[src/rtl/melody_sequencer_pkg.sv]
// Shared definitions for the melody sequencer:
// buzzer indices, CPU register map, note layout and FSM states.
package melody_sequencer_pkg;

  localparam logic [7:0] BUZ_FREQ = 8'd0;
  localparam logic [7:0] BUZ_TIME = 8'd1;

  localparam logic [1:0] REG_CTRL   = 2'd0;
  localparam logic [1:0] REG_NOTE   = 2'd1;
  localparam logic [1:0] REG_STATUS = 2'd2;

  localparam int CTRL_START = 0;
  localparam int CTRL_LOOP  = 1;
  localparam int CTRL_STOP  = 2;
  localparam int CTRL_CLEAR = 3;

  typedef struct packed {
    logic [3:0]  code;
    logic [11:0] dur;
  } note_t;

  typedef enum logic [3:0] {
    S_IDLE,
    S_FETCH,
    S_WR_FREQ,
    S_WR_TIME,
    S_SETTLE,
    S_POLL,
    S_REST,
    S_NEXT,
    S_STOPPING
  } state_t;

endpackage

[src/rtl/melody_sequencer_note_ram.sv]
// Note buffer: DEPTH x 16 simple dual-port,
// synchronous write, asynchronous read.
module melody_sequencer_note_ram #(
  parameter int DEPTH = 16,
  parameter int AW    = $clog2(DEPTH)
) (
  input  logic          clk,
  input  logic          we,
  input  logic [AW-1:0] waddr,
  input  logic [15:0]   wdata,
  input  logic [AW-1:0] raddr,
  output logic [15:0]   rdata
);

  logic [15:0] mem [DEPTH];

  always_ff @(posedge clk) begin
    if (we) mem[waddr] <= wdata;
  end

  assign rdata = mem[raddr];

endmodule

[src/rtl/melody_sequencer.sv]
// Melody sequencer: CPU-loaded note list played
// autonomously through the buzzer register port.
import melody_sequencer_pkg::*;

module melody_sequencer #(
  parameter int DEPTH     = 16,
  parameter int MS_CYCLES = 50001
) (
  input  logic        clk,
  input  logic        rstn,
  input  logic [7:0]  addrIn,
  input  logic [7:0]  addrOut,
  input  logic [3:0]  sizeDecode,
  input  logic [31:0] dataIn,
  output logic [31:0] dataOut,
  output logic        busy,
  output logic [7:0]  buzAddrIn,
  output logic [3:0]  buzSizeDecode,
  output logic [31:0] buzDataIn,
  output logic [7:0]  buzAddrOut,
  input  logic [31:0] buzDataOut
);

  localparam int AW = $clog2(DEPTH);
  localparam logic [AW:0] FULL = (AW+1)'(DEPTH);
  localparam logic [31:0] MSC = 32'(MS_CYCLES);

  state_t        state;
  logic [AW:0]   count;
  logic [AW-1:0] idx;
  logic [AW-1:0] wr_ptr;
  logic          overflow;
  logic          loop_en;
  logic [31:0]   rest_cnt;
  logic          settle;
  logic [11:0]   dur;
  note_t         rd_note;
  logic [31:0]   status;

  logic ctrl_wr, note_wr;
  logic start, stop, clr;
  logic ram_we, at_end;
  logic [AW:0] last;
  logic unused;

  assign ctrl_wr = sizeDecode[0] && (addrIn[1:0] == REG_CTRL);
  assign note_wr = (&sizeDecode[1:0]) && (addrIn[1:0] == REG_NOTE);
  assign start   = ctrl_wr && dataIn[CTRL_START];
  assign stop    = ctrl_wr && dataIn[CTRL_STOP];
  assign clr     = ctrl_wr && dataIn[CTRL_CLEAR];
  assign ram_we  = note_wr && !clr && (count != FULL);
  assign last    = count - 1'b1;
  assign at_end  = ({1'b0, idx} == last);
  assign unused  = ^{addrIn[7:2], addrOut[7:2],
                     sizeDecode[3:2], dataIn[31:16]};

  melody_sequencer_note_ram #(
    .DEPTH (DEPTH),
    .AW    (AW)
  ) u_ram (
    .clk   (clk),
    .we    (ram_we),
    .waddr (wr_ptr),
    .wdata (dataIn[15:0]),
    .raddr (idx),
    .rdata (rd_note)
  );

  always_comb begin
    status = '0;
    status[0] = busy;
    status[1] = overflow;
    status[AW+8:8] = count;
    status[AW+16:16] = {1'b0, idx};
  end

  always_ff @(posedge clk or negedge rstn) begin
    if (!rstn) begin
      dataOut <= '0;
    end else begin
      unique case (1'b1)
        (addrOut[1:0] == REG_STATUS): dataOut <= status;
        default:                      dataOut <= '0;
      endcase
    end
  end

  always_ff @(posedge clk or negedge rstn) begin
    if (!rstn) begin
      state         <= S_IDLE;
      busy          <= 1'b0;
      count         <= '0;
      wr_ptr        <= '0;
      idx           <= '0;
      overflow      <= 1'b0;
      loop_en       <= 1'b0;
      rest_cnt      <= '0;
      settle        <= 1'b0;
      dur           <= '0;
      buzAddrIn     <= '0;
      buzSizeDecode <= '0;
      buzDataIn     <= '0;
      buzAddrOut    <= '0;
    end else begin
      buzAddrOut    <= BUZ_TIME;
      buzAddrIn     <= BUZ_FREQ;
      buzSizeDecode <= '0;
      buzDataIn     <= '0;

      if (ctrl_wr) loop_en <= dataIn[CTRL_LOOP];

      if (clr) begin
        count    <= '0;
        wr_ptr   <= '0;
        overflow <= 1'b0;
      end else if (note_wr) begin
        if (count == FULL) begin
          overflow <= 1'b1;
        end else begin
          wr_ptr <= wr_ptr + 1'b1;
          count  <= count + 1'b1;
        end
      end

      // abort wins over whatever the FSM was doing
      if ((state != S_IDLE) && (stop || clr)) begin
        state         <= S_STOPPING;
        busy          <= 1'b1;
        buzAddrIn     <= BUZ_TIME;
        buzSizeDecode <= 4'hF;
      end else begin
        unique case (state)
          S_IDLE: begin
            if (start && !stop && (count != '0)) begin
              idx   <= '0;
              busy  <= 1'b1;
              state <= S_FETCH;
            end
          end
          S_FETCH: begin
            dur <= rd_note.dur;
            if (rd_note.dur == '0) begin
              state <= S_NEXT;
            end else if (rd_note.code == '0) begin
              rest_cnt <= {20'b0, rd_note.dur} * MSC;
              state    <= S_REST;
            end else begin
              buzAddrIn     <= BUZ_FREQ;
              buzDataIn     <= {28'b0, rd_note.code};
              buzSizeDecode <= 4'hF;
              state         <= S_WR_FREQ;
            end
          end
          S_WR_FREQ: begin
            buzAddrIn     <= BUZ_TIME;
            buzDataIn     <= {20'b0, dur};
            buzSizeDecode <= 4'hF;
            state         <= S_WR_TIME;
          end
          S_WR_TIME: begin
            settle <= 1'b0;
            state  <= S_SETTLE;
          end
          // covers buzzer write plus its read pipeline
          S_SETTLE: begin
            settle <= 1'b1;
            if (settle) state <= S_POLL;
          end
          S_POLL: begin
            if (buzDataOut == '0) state <= S_NEXT;
          end
          S_REST: begin
            if (rest_cnt == 32'd1) state <= S_NEXT;
            else rest_cnt <= rest_cnt - 32'd1;
          end
          S_NEXT: begin
            if (!at_end) begin
              idx   <= idx + 1'b1;
              state <= S_FETCH;
            end else if (loop_en) begin
              idx   <= '0;
              state <= S_FETCH;
            end else begin
              busy  <= 1'b0;
              state <= S_IDLE;
            end
          end
          S_STOPPING: begin
            busy  <= 1'b0;
            state <= S_IDLE;
          end
          default: begin
            busy  <= 1'b0;
            state <= S_IDLE;
          end
        endcase
      end

      if (clr) idx <= '0;
    end
  end

endmodule

[config.mk]
export PLATFORM = sky130hd
export DESIGN_NAME = melody_sequencer
export DESIGN_NICKNAME = d
export VERILOG_FILES = /design/src/rtl/melody_sequencer_pkg.sv /design/src/rtl/melody_sequencer_note_ram.sv /design/src/rtl/melody_sequencer.sv
export SDC_FILE = /design/constraint.sdc
export NUM_CORES = 1
export LEC_CHECK = 0
export CELL_PAD_IN_SITES_DETAIL_PLACEMENT = 1
export CELL_PAD_IN_SITES_GLOBAL_PLACEMENT = 1
export CORE_UTILIZATION = 40
export DETAILED_ROUTE_END_ITERATION = 16
export HOLD_SLACK_MARGIN = 0.1
export PLACE_DENSITY = 0.65
export SLEW_MARGIN = 25
export SYNTH_ARGS = -nofsm -noshare
export SYNTH_HDL_FRONTEND = slang
export SYNTH_SLANG_ARGS = --single-unit
export TNS_END_PERCENT = 10
[constraint.sdc]
create_clock -name clk -period 8.3 [get_ports clk]
set_input_delay 1.66 -clock clk [delete_from_list [all_inputs] [get_ports clk]]
set_output_delay 1.66 -clock clk [all_outputs]
set_load 0.05 [all_outputs]
After elaboration in Yosys (flattened, before gate mapping)
Memory sizes are Yosys's and may differ from the RTL's.
Cells that the tools add are included.
Widths: inputs -> output; s select.
{ "totals": {"ff_bits": 142, "in_bits": 86, "mem_count": 1, "ram_bits": 256, "latchBits": 0, "word_cells": 133, "rom_bits": 0} }
{ "memory_table": {"columns": ["name", "depth", "width", "rd", "rd_clocked_by_memory_dff", "wr", "line_no", "text"], "rows": [
  ["u_ram.mem", 16, 16, 1, 0, 1, "melody_sequencer_note_ram.sv:15", "logic [15:0] mem [DEPTH];"]
]} }
{ "classes": {"n_reduce_logical": 35, "bitwise_logic": 1, "n_shift": 0, "div": 0, "order_cmp": 0, "eq_ne": 27, "mul": 1, "add_sub_neg": 5, "mux": 48} }
{ "ops": {"columns": ["cell", "count"], "rows": [
  ["$mux 32", 3],
  ["$mux 4", 18],
  ["$pmux 32 s2", 1],
  ["$eq 32x1->1 const B", 1],
  ["$logic_not 32->1", 1],
  ["$pmux 4 s8", 1],
  ["$sub 32x1->32 const B", 1],
  ["$mul 12x16->28 const B", 1],
  ["$pmux 12 s2", 1],
  ["$ne 3x3->1 const B", 7],
  ["$mux 20", 1],
  ["$eq 4x3->1 const B", 4],
  ["$pmux 4 s2", 2],
  ["$mux 5", 3],
  ["$mux 1", 13],
  ["$logic_not 12->1", 1],
  ["$mux 12", 1],
  ["$reduce_and 4->1", 3],
  ["$logic_and 1x1->1", 10],
  ["$ne 2x2->1 const B", 5],
  ["$reduce_and 2->1", 5],
  ["$add 4x1->4 const B", 2],
  ["$eq 4x2->1 const B", 2],
  ["$logic_not 4->1", 2],
  ["other kinds (23)", 28]
]} }

Depth between registers and ports, before layout
{ "depth": {"depth_word": 10, "ltp_mapped": 27, "ltp_nobuf": 24} }

Modules after synthesis
A second synthesis with hierarchy kept.
{ "hier_totals": {"cells_unflattened": 1308, "hier_area_um2": 17671.9} }
{ "by_module_without_submodules": {"columns": ["module", "seq_area_each_um2", "n_inst", "cells_each", "area_per_inst_um2"], "rows": [
  ["melody_sequencer_note_ram", 7687.4, 1, 416, 9721.8],
  ["melody_sequencer", 2277.2, 1, 892, 7950.1]
]} }

Worst setup path before layout
OpenSTA, ideal clock, no wires.
{ "synth_path": {"path_type": "register to register", "startpoint": "register idx[0]", "endpoint": "register rest_cnt[25]", "path_buffers": 4, "synth_period_minus_slack_ns": 7.036, "arrival_ns": 6.899, "slack_ns": 1.264, "t_required_ns": 8.163, "setup_ns": 0.137, "stages_incl_launch_ff": 24, "cell_sequence": "dfrtp_1 > buf_6 > buf_2 > clkbuf_1 > clkbuf_1 > mux4_2 > mux4_2 > ha_1 > fa_1 > fa_1 > fa_1 > inv_1 > fa_1 > inv_1 > ha_1 > o21ai_0 > nand2b_1 > a31oi_1 > o21ai_0 > a2111oi_0 > o31a_1 > xnor2_1 > o22ai_1 > a21oi_1"} }
{ "synth_rtl": {"columns": ["element", "line_no", "text"], "rows": [
  ["start, declared", "melody_sequencer.sv:30", "logic [AW-1:0] idx;"],
  ["start signal, assigned", "melody_sequencer.sv:178", "idx <= idx + 1'b1;"],
  ["end signal, assigned", "melody_sequencer.sv:145", "rest_cnt <= {20'b0, rd_note.dur} * MSC;"],
  ["end signal, assigned", "melody_sequencer.sv:174", "else rest_cnt <= rest_cnt - 32'd1;"],
  ["end, declared", "melody_sequencer.sv:34", "logic [31:0] rest_cnt;"]
]} }

==> metrics.md <==
| Metric | Value |
|---|---|
| Outcome | `finished, final reports clean` |
| Register bit count reported by yosys | `347` |
| Arrival time worst endpoint | `7.64 ns` |
| CTS Buf Count | `38` |
| Slowest cell delay on critical path | `0.70 ns` |
| Final Skew | `0.0287 ns` |
| 1st-iter DRT viols | `605` |
| Sum Neg Setup Slack | `0 ns` |
| Least-Margin Pin Slew | `0.857 ns` |
| Fin crit period | `7.17 ns` |
| Post-CTS Resized | `0` |
| Pins over their slew limit | `0` |
| Clock Sinks | `347` |
| Mean routed wirelength per cell | `21.2 um` |
| DR DRC count | `0` |
| Placed Area | `19,000 um^2` |
| Nets | `1,598` |
| Pwr Density | `375 nW/um^2` |
| Synth Flop Type | `edfxtp_1` |
| Worst setup margin | `1.13 ns` |
| Slew HR | `0.429` |
| Post-CTS Hold Buffers | `0` |
| Dpl ws | `1.08 ns` |
| Total Wirelength | `42,100 um` |
| Worst flop-to-flop path endpoint | `rest_cnt[25]$_DFFE_PN0P_` |
| Crit start category | `register` |
| IO Port Bufs | `85` |
| Layout filler cell count | `4,341` |
| Hold-critical path endpoint | `dur[0]$_DFFE_PN0P_` |
| Fmax | `140 MHz` |
| Post-DP HPWL | `28,600 um` |
| Finish-stage setup viols | `0` |
| CTS root buf | `clkbuf_16` |
| Hold Path Depth | `2` |
| Worst reg2reg path startpoint | `idx[0]$_DFFE_PN0P_` |
| Max_cap viols | `0` |
| Cells along the critical path | `buf_4 > mux4_2 > mux4_2 > inv_1 > ha_1 > fa_1 > ha_1 > inv_1 > fa_1 > inv_1 > ha_1 > ha_1 > and4_1 > a221oi_1 > o21ai_0 > a21o_1 > a2111oi_0 > o31a_1 > xnor2_1 > o22ai_1 > a21oi_1` |
| Critical path required time | `8.77 ns` |
| Delay-heaviest family, CP | `adder cells` |
| GRT Util Overall | `0.197` |
| Area Overhead vs Synth | `15.6%` |
| DRT antenna net count | `0` |
| Design area | `20,400 um^2` |
| IO Count | `171` |
| Post-DR vias/cell | `5.27` |
| CP most frequent cell | `ha_1` |
| Core area | `43,300 um^2` |
| Final core occ | `0.471` |
| Reg2Reg Depth | `21` |
| Crit Path Class | `register to register` |
| Initial Util | `0.407` |
| Hold Crit Start | `dur[0]$_DFFE_PN0P_` |
| Unrepaired setup endpoints after global routing | `no` |
| H-tree depth | `2` |
| Critical path buffers and inverters | `4` |
| Layout cell share with drive strength beyond 1 | `0.133` |
| Final period util | `0.864` |
| CP Capture Type | `register` |
| Post-CTS setup buffer count | `0` |
| Avg Synthesized Cell Area | `13.8 um^2` |
| Overflow after GRT | `0` |
| Critical Path Fanout Max | `22` |
| Synth cell types | `65` |
| Number of synthesized flops with an enable pin | `256` |
| Worst-path clk slew | `0.06 ns` |
| Tightest Hold Check Type | `register to register` |
| Fin. Hold Viols | `0` |
| Synth warn | `0` |
| Synthesized area | `17,600 um^2` |
| Initial antenna violation count | `0` |
| Leakage power | `7.70 nW` |
| Vias in the first global route | `11.3k` |
| Sequential-to-total area share from yosys stat | `0.565` |
| R2R Setup Slk | `1.13 ns` |
| CTS tree | `done` |
| First-pass GRT wire length | `66,300 um` |
| GP Congestion | `0.792` |
| Vias | `10.5k` |
| Die height | `212 um` |
| Post-Synthesis Cells | `1,277` |
| Die area | `44,900 um^2` |
| Chip Width | `212 um` |
| Peak VDD IR | `250 uV` |
| Clock Path Buffers | `3` |
| CP max-delay cell | `dfrtp_4` |
| Worst hold slack | `0.481 ns` |
| N_diodes | `0` |
| Pre-Repair DR Iteration Count | `5` |
| Largest net degree at the start of global routing | `63` |
| Ys async rst share | `0.262` |
| Worst skew pair latency | `0.56 ns` |
| # rows | `76` |
-- cell usage in the layout, fill, tap and decap left out, types with 7 or more instances in the layout --
master	count
fa_1	33
nor3_1	19
nor4_1	19
clkbuf_16	38
inv_1	100
a21oi_1	50
nand2b_1	7
a22oi_1	9
edfxtp_1	256
conb_1	56
nor2_1	58
bufinv_16	8
buf_4	24
clkdlybuf4s50_1	84
a31oi_1	9
ha_1	104
o31ai_1	9
clkbuf_1	8
xnor2_1	22
nand2_1	69
and2_1	34
dfrtp_1	88
mux4_2	78
nand3_1	16
nand4_1	8
xor2_1	7
o21ai_0	69
-- logic make-up after synthesis --
logic type | after synthesis | share of synthesized area
AOI/OAI and AO/OA | 200 | 0.0694
xor gates and xnor gates | 29 | 0.0144
adders and majority gates | 137 | 0.111
buffers and inverters | 207 | 0.0583
DFF | 347 | 0.565
muxes | 82 | 0.102
other | 2 | 0.000426
and+or+nand+nor | 273 | 0.0788
-- worst min-delay path: stages (launching register included) --
cell	delay [ns]
dfrtp_1	0.34
nand2_1	0.05
o21ai_0	0.06
-- stage by stage --
stage                     total power [mW]  cells
after floorplan                       4.92   1331
after global placement                5.80   1920
after detailed placement              5.86   1920
after CTS                             7.75   1990
after global routing                  8.28   1990
final                                 7.65   1990
-- flip-flops by register name, summed over array words and instances (netlist names), 4 cells and up --
| register | flops |
|---|---|
| dur | 12 |
| state | 4 |
| count | 5 |
| u_ram.mem | 256 |
| buzDataIn | 12 |
| idx | 4 |
| wr_ptr | 4 |
| rest_cnt | 32 |
| dataOut | 11 |
-- Yosys cell counts (6+ instances only) --
cell type / instances / area share
dfrtp_1: 91 / 0.13
ha_1: 104 / 0.074
nand2_1: 69 / 0.015
o21ai_0: 69 / 0.020
nor2b_1: 6 / 0.0021
a21o_1: 6 / 0.0026
or2_2: 6 / 0.0021
edfxtp_1: 256 / 0.44
mux4_2: 78 / 0.10
or4_1: 6 / 0.0026
buf_4: 58 / 0.025
a22oi_1: 9 / 0.0038
nor2_1: 59 / 0.013
a31oi_1: 9 / 0.0032
a211oi_1: 6 / 0.0026
xnor2_1: 22 / 0.011
nor3_1: 20 / 0.0057
nand2b_1: 7 / 0.0025
a21oi_1: 50 / 0.014
clkbuf_1: 32 / 0.0068
nand4_1: 8 / 0.0028
nand3_1: 16 / 0.0045
inv_1: 100 / 0.021
o22ai_1: 6 / 0.0021
buf_2: 8 / 0.0023
nor4_1: 19 / 0.0067
and2_1: 38 / 0.013
fa_1: 33 / 0.037
xor2_1: 7 / 0.0035
o31ai_1: 9 / 0.0038
-- routing by layer --
| layer | share of wire | global-route usage | vias to the layer above |
|---|---|---|---|
| met5 | 0 | 0 | - |
| met4 | 0.019 | 0.0490 | 0 |
| met3 | 0.040 | 0.0319 | 56 |
| met2 | 0.50 | 0.342 | 187 |
| met1 | 0.44 | 0.255 | 5395 |
| li1 | - | - | 4841 |
-- report_power, final --
group / switching, mW / total [mW] / internal, mW / leakage [nW]
clock network: 0.710 / 1.84 / 1.13 / 0.666
logic: 2.11 / 3.64 / 1.53 / 3.57
registers: 0.155 / 2.17 / 2.01 / 3.46
total: 2.98 / 7.65 / 4.67 / 7.70
-- final cells by class --
class                      count  area [um^2]  share of cell area
multi-input combinational    777         6850               0.336
clock inverter                21          353              0.0173
clock buffer                  49         1020              0.0502
timing repair buffer         110         1060              0.0521
inverter                     101          379              0.0186
sequential                   347         9970               0.489
tap                          585          732              0.0359
-- worst max path at each step --
stage | slack, ns | from | end | depth (start not counted)
2_1_floorplan | 1.26 | idx[0]$_DFFE_PN0P_ | rest_cnt[25]$_DFFE_PN0P_ | 23
3_3_place_gp | 1.12 | idx[0]$_DFFE_PN0P_ | rest_cnt[25]$_DFFE_PN0P_ | 21
3_5_place_dp | 1.08 | idx[0]$_DFFE_PN0P_ | rest_cnt[25]$_DFFE_PN0P_ | 21
4_1_cts | 1.05 | idx[0]$_DFFE_PN0P_ | rest_cnt[25]$_DFFE_PN0P_ | 21
5_1_grt | 0.70 | idx[0]$_DFFE_PN0P_ | rest_cnt[25]$_DFFE_PN0P_ | 21
6_report | 1.13 | idx[0]$_DFFE_PN0P_ | rest_cnt[25]$_DFFE_PN0P_ | 21
Power figures use the tool's default switching activity.
==> RTL edit: new RTL, config.mk and constraints unchanged <==
`DEPTH` is set to 16 in 2 places; all go to 64. Comments in the files are not updated.
--- a/src/rtl/melody_sequencer_note_ram.sv
+++ b/src/rtl/melody_sequencer_note_ram.sv
@@ -1,7 +1,7 @@
 // Note buffer: DEPTH x 16 simple dual-port,
 // synchronous write, asynchronous read.
 module melody_sequencer_note_ram #(
-  parameter int DEPTH = 16,
+  parameter int DEPTH = 64,
   parameter int AW    = $clog2(DEPTH)
 ) (
   input  logic          clk,
--- a/src/rtl/melody_sequencer.sv
+++ b/src/rtl/melody_sequencer.sv
@@ -3,7 +3,7 @@
 import melody_sequencer_pkg::*;
 
 module melody_sequencer #(
-  parameter int DEPTH     = 16,
+  parameter int DEPTH     = 64,
   parameter int MS_CYCLES = 50001
 ) (
   input  logic        clk,
Behaviour: no difference found for any inputs over 4 cycles, from zero or initial values and one cycle with rstn low; that may be too few to reach the edited logic, so the function may still have changed.
==> RTL edit against the original RTL <==
  * Worst hold slack worse by 0.0031 ns
  * First-iteration DRC count rose to 3.5 times the old value
  * Cell area rose to 2.7 times the old value
  * Combinational power down 8.5%
  * Power up 96%
  * Setup slack worse by 0.56 ns
  * Sequential cell count up 778
  * Wire length rose to 2.9 times the old value
  * Clock skew up 0.0089 ns
  * Synthesized area rose to 2.7 times the old value
  * Clock power rose to 2.8 times the old value
  * Largest cell class unchanged
  * Largest power group is now sequential cells
==> RTL edit: results (changes against the original RTL) <==
* Slowest cell on crit path: mux4_2
* Port bufs at 89 (+4.7%)
* Seq. cell area at 33,290 um^2 (+230%)
* Total chip power at 14.97 mW (+96%)
* Highest cell delay on the worst timing path at 0.62 ns (-0.08 ns)
* Pwr/cell area at 275.3 nW/um^2 (-27%)
* Buffers excl. clock at 214 (+95%)
* Biggest regs: u_ram.mem (1024), rest_cnt (32), dataOut (15)
* Final Wtd Congestion at 0.8144 (+2.9%)
* # H-tree levels at 3 (+1)
* Inverter count at 84 (-17%)
* R2R Setup Slk at 0.57 ns (-0.56 ns)
* Wire per inst at 28.08 um (+33%)
* CP max FO at 14 (-36%)
* Final setup skew at 0.03768 ns (+0.008931 ns)
* # clk buffers at 145 (+200%)
* Synth cell types at 70 (+7.7%)
* Status: complete, no violations
* Post-route insts no fill at 4,356 (+120%)
* Min Hold Slack at 0.4776 ns (-0.003136 ns)
* Tot GR Track Use at 20.40% (+0.74 points)
* Largest net degree at the start of global routing at 68 (+7.9%)
* Initial antenna violation count at 6 (+6)
* Rel. slew slack at 32.23% (-11 points)
* Placed insts at 4,146 (+120%)
* Hold Startpoint: overflow$_DFFE_PN0P_
* Dpl hpwl at 76,860 um (+170%)
* Top cells by area, synth: edfxtp_1 65%, mux4_2 15%, dfrtp_1 5.3%, ha_1 2.6%, fa_1 1.4%
* Pre-CTS setup slack at 0.5381 ns (-0.5456 ns)
* Reg2reg path depth at 23 (+9.5%)
* Buffer share of cell area at 3.535% (-1.7 points)
* Multiplexer share of the synthesized area at 15.00% (+4.8 points)
* Cell count after synthesis at 2,533 (+98%)
* Sequential area share after synthesis at 69.99% (+13 points)
* Hold Path Depth at 1 (-1)
* Share of flip-flops with an asynchronous set or reset at 8.978% (-17 points)
* Placement Cell Area at 50,600 um^2 (+170%)
* CP endpoint: rest_cnt[24]$_DFFE_PN0P_
-- RTL edit: changes by cell type in the layout (fill, tap and decap cells not counted), sizes merged, moves of 13 or more --
cell,before,now
a22oi,9,26
and2,38,19
and3,4,17
buf,26,142
clkbuf,49,145
clkinv,12,40
edfxtp,256,1024
inv,101,86
mux4,78,307
nor2,59,141
-- RTL edit: layer usage --
layer	global-route usage, %	wire, um	up-vias	share of wire [%]
met3	3.391	7509	175	6.1
met4	5.445	3016	4	2.5
met5	0	34	-	0.028
li1	-	-	10470	-
met1	27.70	51450	13100	42
met2	34.11	60290	824	49
-- RTL edit: cells by family after synthesis --
family | count (synthesis)
mux | 328
other cells | 2
flops | 1125
simple gates | 381
fa+ha+maj | 133
buf+inv | 271
compound gates | 261
xor+xnor | 32
